**src/rtl/pwm_peripheral.sv**
```systemverilog
// PWM peripheral: 16 outputs, each off, statically on, or driven by one shared PWM waveform.
// Latency: out and pwm_sync are registered one cycle after the inputs and state that determine them.
// Backpressure: none; the counters free-run and the outputs are recomputed every cycle.
//
// Ports:
//   clk, rst                          clock; asynchronous active-high reset
//   en_reg_out_15_8 / en_reg_out_7_0  per-output enable (an enable of 0 forces the output low)
//   en_reg_pwm_15_8 / en_reg_pwm_7_0  per-output mode (1 = PWM waveform, 0 = constant high)
//   pwm_duty_cycle                    requested duty, sampled only at each period start
//   out                               registered output drive
//   pwm_sync                          one-cycle pulse on the cycle after each period start
module pwm_peripheral #(
    parameter int unsigned CLK_DIV = 3000
) (
    input  logic        clk,
    input  logic        rst,
    input  logic [7:0]  en_reg_out_7_0,
    input  logic [7:0]  en_reg_out_15_8,
    input  logic [7:0]  en_reg_pwm_7_0,
    input  logic [7:0]  en_reg_pwm_15_8,
    input  logic [7:0]  pwm_duty_cycle,
    output logic [15:0] out,
    output logic        pwm_sync
);

    localparam logic [15:0] DIV_LAST = 16'(CLK_DIV - 1);

    logic [15:0] prescaler;
    logic [7:0]  pwm_cnt;
    logic [7:0]  duty_shadow;
    logic [15:0] en_out;
    logic [15:0] en_pwm;
    logic        tick;
    logic        period_start;
    logic [7:0]  duty_eff;
    logic        pwm_level;
    logic [15:0] out_next;

    assign en_out = {en_reg_out_15_8, en_reg_out_7_0};
    assign en_pwm = {en_reg_pwm_15_8, en_reg_pwm_7_0};

    assign tick         = (prescaler == DIV_LAST);
    assign period_start = (prescaler == 16'd0) && (pwm_cnt == 8'd0);

    // The start cycle already compares against the duty being latched on that
    // cycle, so every period (including the first after reset) runs entirely at
    // one duty value: high for exactly D*CLK_DIV cycles, and a change from 0 to
    // 255 produces no stray low cycle at the boundary.
    assign duty_eff  = period_start ? pwm_duty_cycle : duty_shadow;
    assign pwm_level = (duty_eff == 8'hFF) || (pwm_cnt < duty_eff);

    // Enable dominates mode: a disabled output is low whatever its PWM select.
    assign out_next = en_out & (~en_pwm | {16{pwm_level}});

    // Prescaler and PWM counter free-run independently of the enables so that
    // disabling outputs never disturbs the period phase.
    always_ff @(posedge clk or posedge rst) begin
        if (rst) begin
            prescaler <= 16'd0;
            pwm_cnt   <= 8'd0;
        end else begin
            if (tick) begin
                prescaler <= 16'd0;
                pwm_cnt   <= pwm_cnt + 8'd1;
            end else begin
                prescaler <= prescaler + 16'd1;
            end
        end
    end

    // Duty is captured only at the period start so that mid-period writes
    // cannot truncate or stretch the pulse already in progress.
    always_ff @(posedge clk or posedge rst) begin
        if (rst) begin
            duty_shadow <= 8'd0;
        end else if (period_start) begin
            duty_shadow <= pwm_duty_cycle;
        end
    end

    always_ff @(posedge clk or posedge rst) begin
        if (rst) begin
            out      <= 16'h0000;
            pwm_sync <= 1'b0;
        end else begin
            out      <= out_next;
            pwm_sync <= period_start;
        end
    end

endmodule

```
**config.mk**
```make
export PLATFORM = sky130hd
export DESIGN_NAME = pwm_peripheral
export DESIGN_NICKNAME = d
export VERILOG_FILES = /design/src/rtl/pwm_peripheral.sv
export SDC_FILE = /design/constraint.sdc
export NUM_CORES = 1
export LEC_CHECK = 0
export BUFFER_PORTS_ARGS = -buffer_cell sky130_fd_sc_hd__buf_2
export CAP_MARGIN = 20
export CORE_UTILIZATION = 49
export DETAILED_ROUTE_END_ITERATION = 7
export PLACE_DENSITY_LB_ADDON = 0.15
export SLEW_MARGIN = 20
export SYNTH_ARGS = -nofsm -noshare
export SYNTH_HDL_FRONTEND = slang
export SYNTH_SLANG_ARGS = --single-unit
```
**constraint.sdc**
```tcl
create_clock -name clk -period 3.9 [get_ports clk]
set_input_delay 0.39 -clock clk [delete_from_list [all_inputs] [get_ports clk]]
set_output_delay 0.39 -clock clk [all_outputs]
set_load 0.01 [all_outputs]
```
## After elaboration in Yosys (flattened, before gate mapping)

Cells that the tools add are included.

- Output and inout port bits: 17
- Bits in registers: 49
- Bits of input ports: 42
- Logic and storage cells: 19

- Bitwise operators: 3
- Multiplexer cells: 2
- Equality and inequality tests: 2
- $add $sub $neg: 2
- Reduce and logical (&&, ||, !) cells: 4
- $lt $le $gt $ge: 1

Operators with widths:

| cell | number |
|---|---|
| adder 16 x 1 -> 16 bit, second input constant | 1 |
| AND 16 bit | 1 |
| equality test 16 x 12 -> 1 bit, second input constant | 1 |
| logical NOT 16 bit | 1 |
| two-way mux 16 bit | 1 |
| NOT 16 bit | 1 |
| OR 16 bit | 1 |
| adder 8 x 1 -> 8 bit, second input constant | 1 |
| equality test 8 bit, second input constant | 1 |
| logical NOT 8 bit | 1 |
| < comparator 8 bit | 1 |
| two-way mux 8 bit | 1 |
| logical AND 1 bit | 1 |
| logical OR 1 bit | 1 |

## Longest topological paths before layout

- Word-level depth: 7
- Gate-level depth with buffers: 16
- Gate-level depth less buffers: 14

## Worst setup path before layout

OpenSTA, ideal clock, no wires.

- Path kind: register to register
- Start: reg pwm_cnt[0]
- End: reg out[10]
- Stages on the path, launching flop included: 17
- Path slack: 853 ps
- Arrival time: 2,963 ps
- Period minus slack after synthesis: 3,047 ps
- Setup time: 84 ps
- Required time: 3,816 ps
- Path buffers: 2
- Cell sequence: dfrtp_1 -> inv_1 -> ha_1 -> nor4b_4 -> nand2_1 -> nor3_2 -> buf_6 -> mux2_2 -> inv_1 -> ha_1 -> a21o_1 -> a21o_1 -> a21o_1 -> clkbuf_1 -> nand2_1 -> o21ai_0 -> a41oi_2

- Longest elaborated chain between the ends: 7
- Elaborated cells between the ends (all ways): 8
- Classes of those cells: order compare: 1; eq/ne: 1; mux: 1; bitwise: 2; reduce/logical: 3

Ends and longest elaborated chain:

| what | RTL line | text |
|---|---|---|
| from (decl) | 29 | `logic [7:0] pwm_cnt;` |
| from (signal assigned) | 64 | `pwm_cnt <= pwm_cnt + 8'd1;` |
| logical NOT 8 bit * | 43 | `assign period_start = (prescaler == 16'd0) && (pwm_cnt == 8'd0);` |
| logical AND 1 bit * | 43 |  |
| two-way mux 8 bit * | n/a |  |
| via duty_eff[5] | 35 | `logic [7:0] duty_eff;` |
| < comparator 8 bit / equality test 8 bit (equally long branches) | 50 | `assign pwm_level = (duty_eff == 8'hFF) \|\| (pwm_cnt < duty_eff);` |
| logical OR 1 bit * | 50 |  |
| OR 16 bit * | 53 | `assign out_next = en_out & (~en_pwm \| {16{pwm_level}});` |
| AND 16 bit * | 53 |  |
| via out_next[10] | 37 | `logic [15:0] out_next;` |
| to (signal assigned) | 86 | `out <= out_next;` |
| to (decl) | 22 | `output logic [15:0] out,` |

Mark *: on every way through the listed nets, which the timed path passes. The rest lies on a longest branch.
A chain may end at the register's enable or synchronous reset.

## Worst setup path after layout

- Start: reg prescaler[12]
- End: reg out[2]

- Longest elaborated chain between the ends: 7
- Elaborated cells between the ends (all ways): 8
- Classes of those cells: order compare: 1; eq/ne: 1; mux: 1; bitwise: 2; reduce/logical: 3

Ends and longest elaborated chain:

| what | RTL line | text |
|---|---|---|
| from (decl) | 28 | `logic [15:0] prescaler;` |
| from (signal assigned) | 66 | `prescaler <= prescaler + 16'd1;` |
| logical NOT 16 bit * | 43 |  |
| logical AND 1 bit * | 43 |  |
| two-way mux 8 bit * | n/a |  |
| via duty_eff[3] | 35 |  |
| < comparator 8 bit / equality test 8 bit (equally long branches) | 50 |  |
| logical OR 1 bit * | 50 |  |
| OR 16 bit * | 53 |  |
| AND 16 bit * | 53 |  |
| via out_next[2] | 37 |  |

Marked as above.

==> results.sh <==
export IMPL_run_status="complete, no violations"
export IMPL_clock_latency_ns=0.30
export IMPL_fin_hold_ws_ns=0.2174
export IMPL_post_cts_hold_buffer_count=0
export IMPL_floorplan_initialDensity_pct=51.48
export IMPL_path_class="reg -> reg"
export IMPL_die_w_um=75.72
export IMPL_hpwlAfterDp_um=3913
export IMPL_final_setup_tns_ns=0
export IMPL_core_rowCount=26
export IMPL_grt_use_total_pct=20.31
export IMPL_ctsResizeCount=0
export IMPL_crit_path_max_fanout=16
export IMPL_num_vias=1956
export IMPL_antenna_found_initial=0
export IMPL_overflow_left_after_global_routing=0
export IMPL_root_buffer_cell="clkbuf_8"
export IMPL_port_buffers=58
export IMPL_netSwitchingFraction_pct=21.08
export IMPL_synth_async_sr_flop_share_pct=100.0
export IMPL_pwr_share_clk_pct=41.2
export IMPL_power_density_mw_per_mm2=327.3
export IMPL_cp_slowest_stage_delay_ns=0.75
export IMPL_slew_violations=0
export IMPL_ports=59
export IMPL_cp_end_kind="register"
export IMPL_critical_path_slowest_cell="o31ai_4"
export IMPL_power_frac_seq_pct=51.2
export IMPL_nNetsFinal=351
export IMPL_synth_ff_type="dfrtp_1"
export IMPL_cts_max_path_buffers=2
export IMPL_mappedNetlistArea_mm2=0.002663
export IMPL_drtAntennaViolNets=0
export IMPL_synth_top_area_cell="dfrtp_1"
export IMPL_power_leakage_uw=0.001432
export IMPL_yosysUniqueCellTypes=40
export IMPL_cts_clk_slew_worst_paths_ns=0.09
export IMPL_ctsHtreeMaxLevel=2
export IMPL_timing_hold_violations_final=0
export IMPL_post_route_period_util_pct=87.37
export IMPL_grt_start_max_net_pins=50
export IMPL_max_freq_ghz=0.2935
export IMPL_drcViolationCount=0
export IMPL_slew_headroom_pct=39.84
export IMPL_cellInternalPower_uw=809.3
export IMPL_netlist_top_cells_area="dfrtp_1 (46%), a41oi_2 (6.1%), ha_1 (4.7%), nand2_1 (4.1%), xor2_1 (3.9%)"
export IMPL_core_area_mm2=0.005172
export IMPL_wirelength_um=5389
export IMPL_synth_seq_area_share_pct=46.05
export IMPL_area_growth_synth_to_final_pct=17.67
export IMPL_maximum_vdd_drop_mv=0.2123
export IMPL_post_drt_wl_per_cell_um=14.56
export IMPL_grt_setup_unrepaired="no"
export IMPL_crit_chain="nor4_4 -> nand2_1 -> nor3_2 -> mux2_2 -> inv_1 -> ha_1 -> and3_2 -> a311oi_2 -> o31ai_4 -> a41oi_1"
export IMPL_tritoncts_clock_tree="built"
export IMPL_post_cts_setup_bufs=0
export IMPL_critPathArrivalTime_ns=3.54
export IMPL_ys_warnings_count=0
export IMPL_cts_buffers_inserted=5
export IMPL_synthTopCellsByCount="dfrtp_1 (49), nand2_1 (29), nor2_1 (21), o21ai_0 (19), inv_1 (15)"
export IMPL_drt_iter0_markers=101
export IMPL_synthesis_instances=240
export IMPL_timing_worst_slew_pin_value_ns=0.9024
export IMPL_vias_per_cell=5.286
export IMPL_postSynthRegisterBits=49
export IMPL_die_h_um=75.72
export IMPL_synth_enable_flop_cells=0
export IMPL_synthesized_area_per_cell_um2=11.09
export IMPL_synth_top_area_share_pct=46.05
export IMPL_max_cap_violations=0
export IMPL_cts_num_sinks=49
export IMPL_gp_congestion=0.7543
export IMPL_hp_class="in -> async"
export IMPL_startpoint_type="register"
export IMPL_post_route_cells_drive_above_1_share_pct=33.33
export IMPL_number_of_detailed_route_iterations_in_the_first_pass=4
export IMPL_synthMostInstantiatedCell="dfrtp_1"
export IMPL_finClkSkew_ns=0.004436
export IMPL_combPwrFrac_pct=7.6
export IMPL_report_final_setup_viol=0
export IMPL_syn_num_nets=292
export IMPL_fin_crit_ns=3.407
export IMPL_first_global_vias=1856
export IMPL_diodes=0
export IMPL_finish_instance_area_mm2=0.003133
export IMPL_area_of_the_die_mm2=0.005733
export IMPL_required_ns=4.04
export IMPL_dpl_instance_area_mm2=0.002998
export IMPL_first_pass_grt_wire_length_um=8666
export IMPL_power_switching_uw=216.2
==> area by class of cell <==
class                   count  area (um^2)
repair buffers             61        312.8
inverters                  15        57.56
fillers                   419         2039
well taps                  70        87.58
clock buffers               5        68.82
clock inverters             3        65.06
flip-flops and latches     49         1226
multi-input cells         167         1315
==> final timing paths <==
kind,from,endpoint,slack (ns),depth (start not counted)
worst max register to register,prescaler[12],out[2],0.49,10
max in group asynchronous,rst,out[13],3.18,2
worst max-delay path,prescaler[12],out[2],0.49,10
worst min-delay path,rst,out[6],0.22,2
min in group clk,en_reg_pwm_7_0[0],out[0],0.30,2
worst min register to register,prescaler[0],prescaler[0],0.49,1
==> per-layer routing <==
metal | GRT usage [%] | wire length, um | up-vias
met5 | 0 | 0 | -
met4 | 6.790 | 51 | 0
met3 | 4.365 | 239 | 4
met2 | 31.15 | 2516 | 55
met1 | 28.79 | 2582 | 923
li1 | - | - | 974
==> kinds of logic after synthesis <==
logic type	synth area share (%)
and+or+nand+nor	18.75
DFF	46.05
muxes	3.853
xor gates and xnor gates	6.579
buffers and inverters	4.558
AOI/OAI and AO/OA	15.51
adders and majority gates	4.699
==> metrics by stage <==
stage | setup WS (ns) | power (uW) | std cells | utilization (%)
after floorplan | 0.8528 | 573.7 | 240 | -
after global routing | 0.1842 | 1067 | 370 | 60.57
final | 0.4927 | 1025 | 370 | 60.57
after detailed placement | 0.4524 | 614.4 | 362 | 57.96
after CTS | 0.4384 | 1035 | 370 | 60.55
after global placement | 0.5359 | 613.7 | 362 | 57.96
==> registers in the layout (all words and copies together) (netlist names) <==
signal / count
duty_shadow: 8
pwm_sync: 1
out: 16
pwm_cnt: 8
prescaler: 16
==> power by group through the flow <==
stage	Sequential, uW	Clock [uW]	Combinational, uW
after floorplan	539	0	34.4
after global placement	535	0	78.4
after detailed placement	535	0	78.9
after CTS	525	430	79.4
after global routing	527	451	89.2
final	525	422	78.3
==> placed cells by master (no fill, tap or decap), types with 10 or more instances in the layout <==
| cell | instances |
|---|---|
| buf_2 | 58 |
| dfrtp_1 | 49 |
| nand2_1 | 29 |
| nor2_1 | 21 |
| o21ai_0 | 19 |
| inv_1 | 14 |
| xor2_1 | 12 |
| a41oi_2 | 10 |
| ha_1 | 10 |
==> worst max-delay path, delay by kind of cell (launching register included) <==
kind | cells | cell delay [ns]
flip-flops | 1 | 0.45
adder cells (fa/ha/maj) | 1 | 0.18
AO/OA/AOI/OAI | 3 | 1.02
buffers and inverters | 1 | 0.06
AND/OR/NAND/NOR | 4 | 1.15
multiplexers | 1 | 0.40
Power figures use the tool's default switching activity.
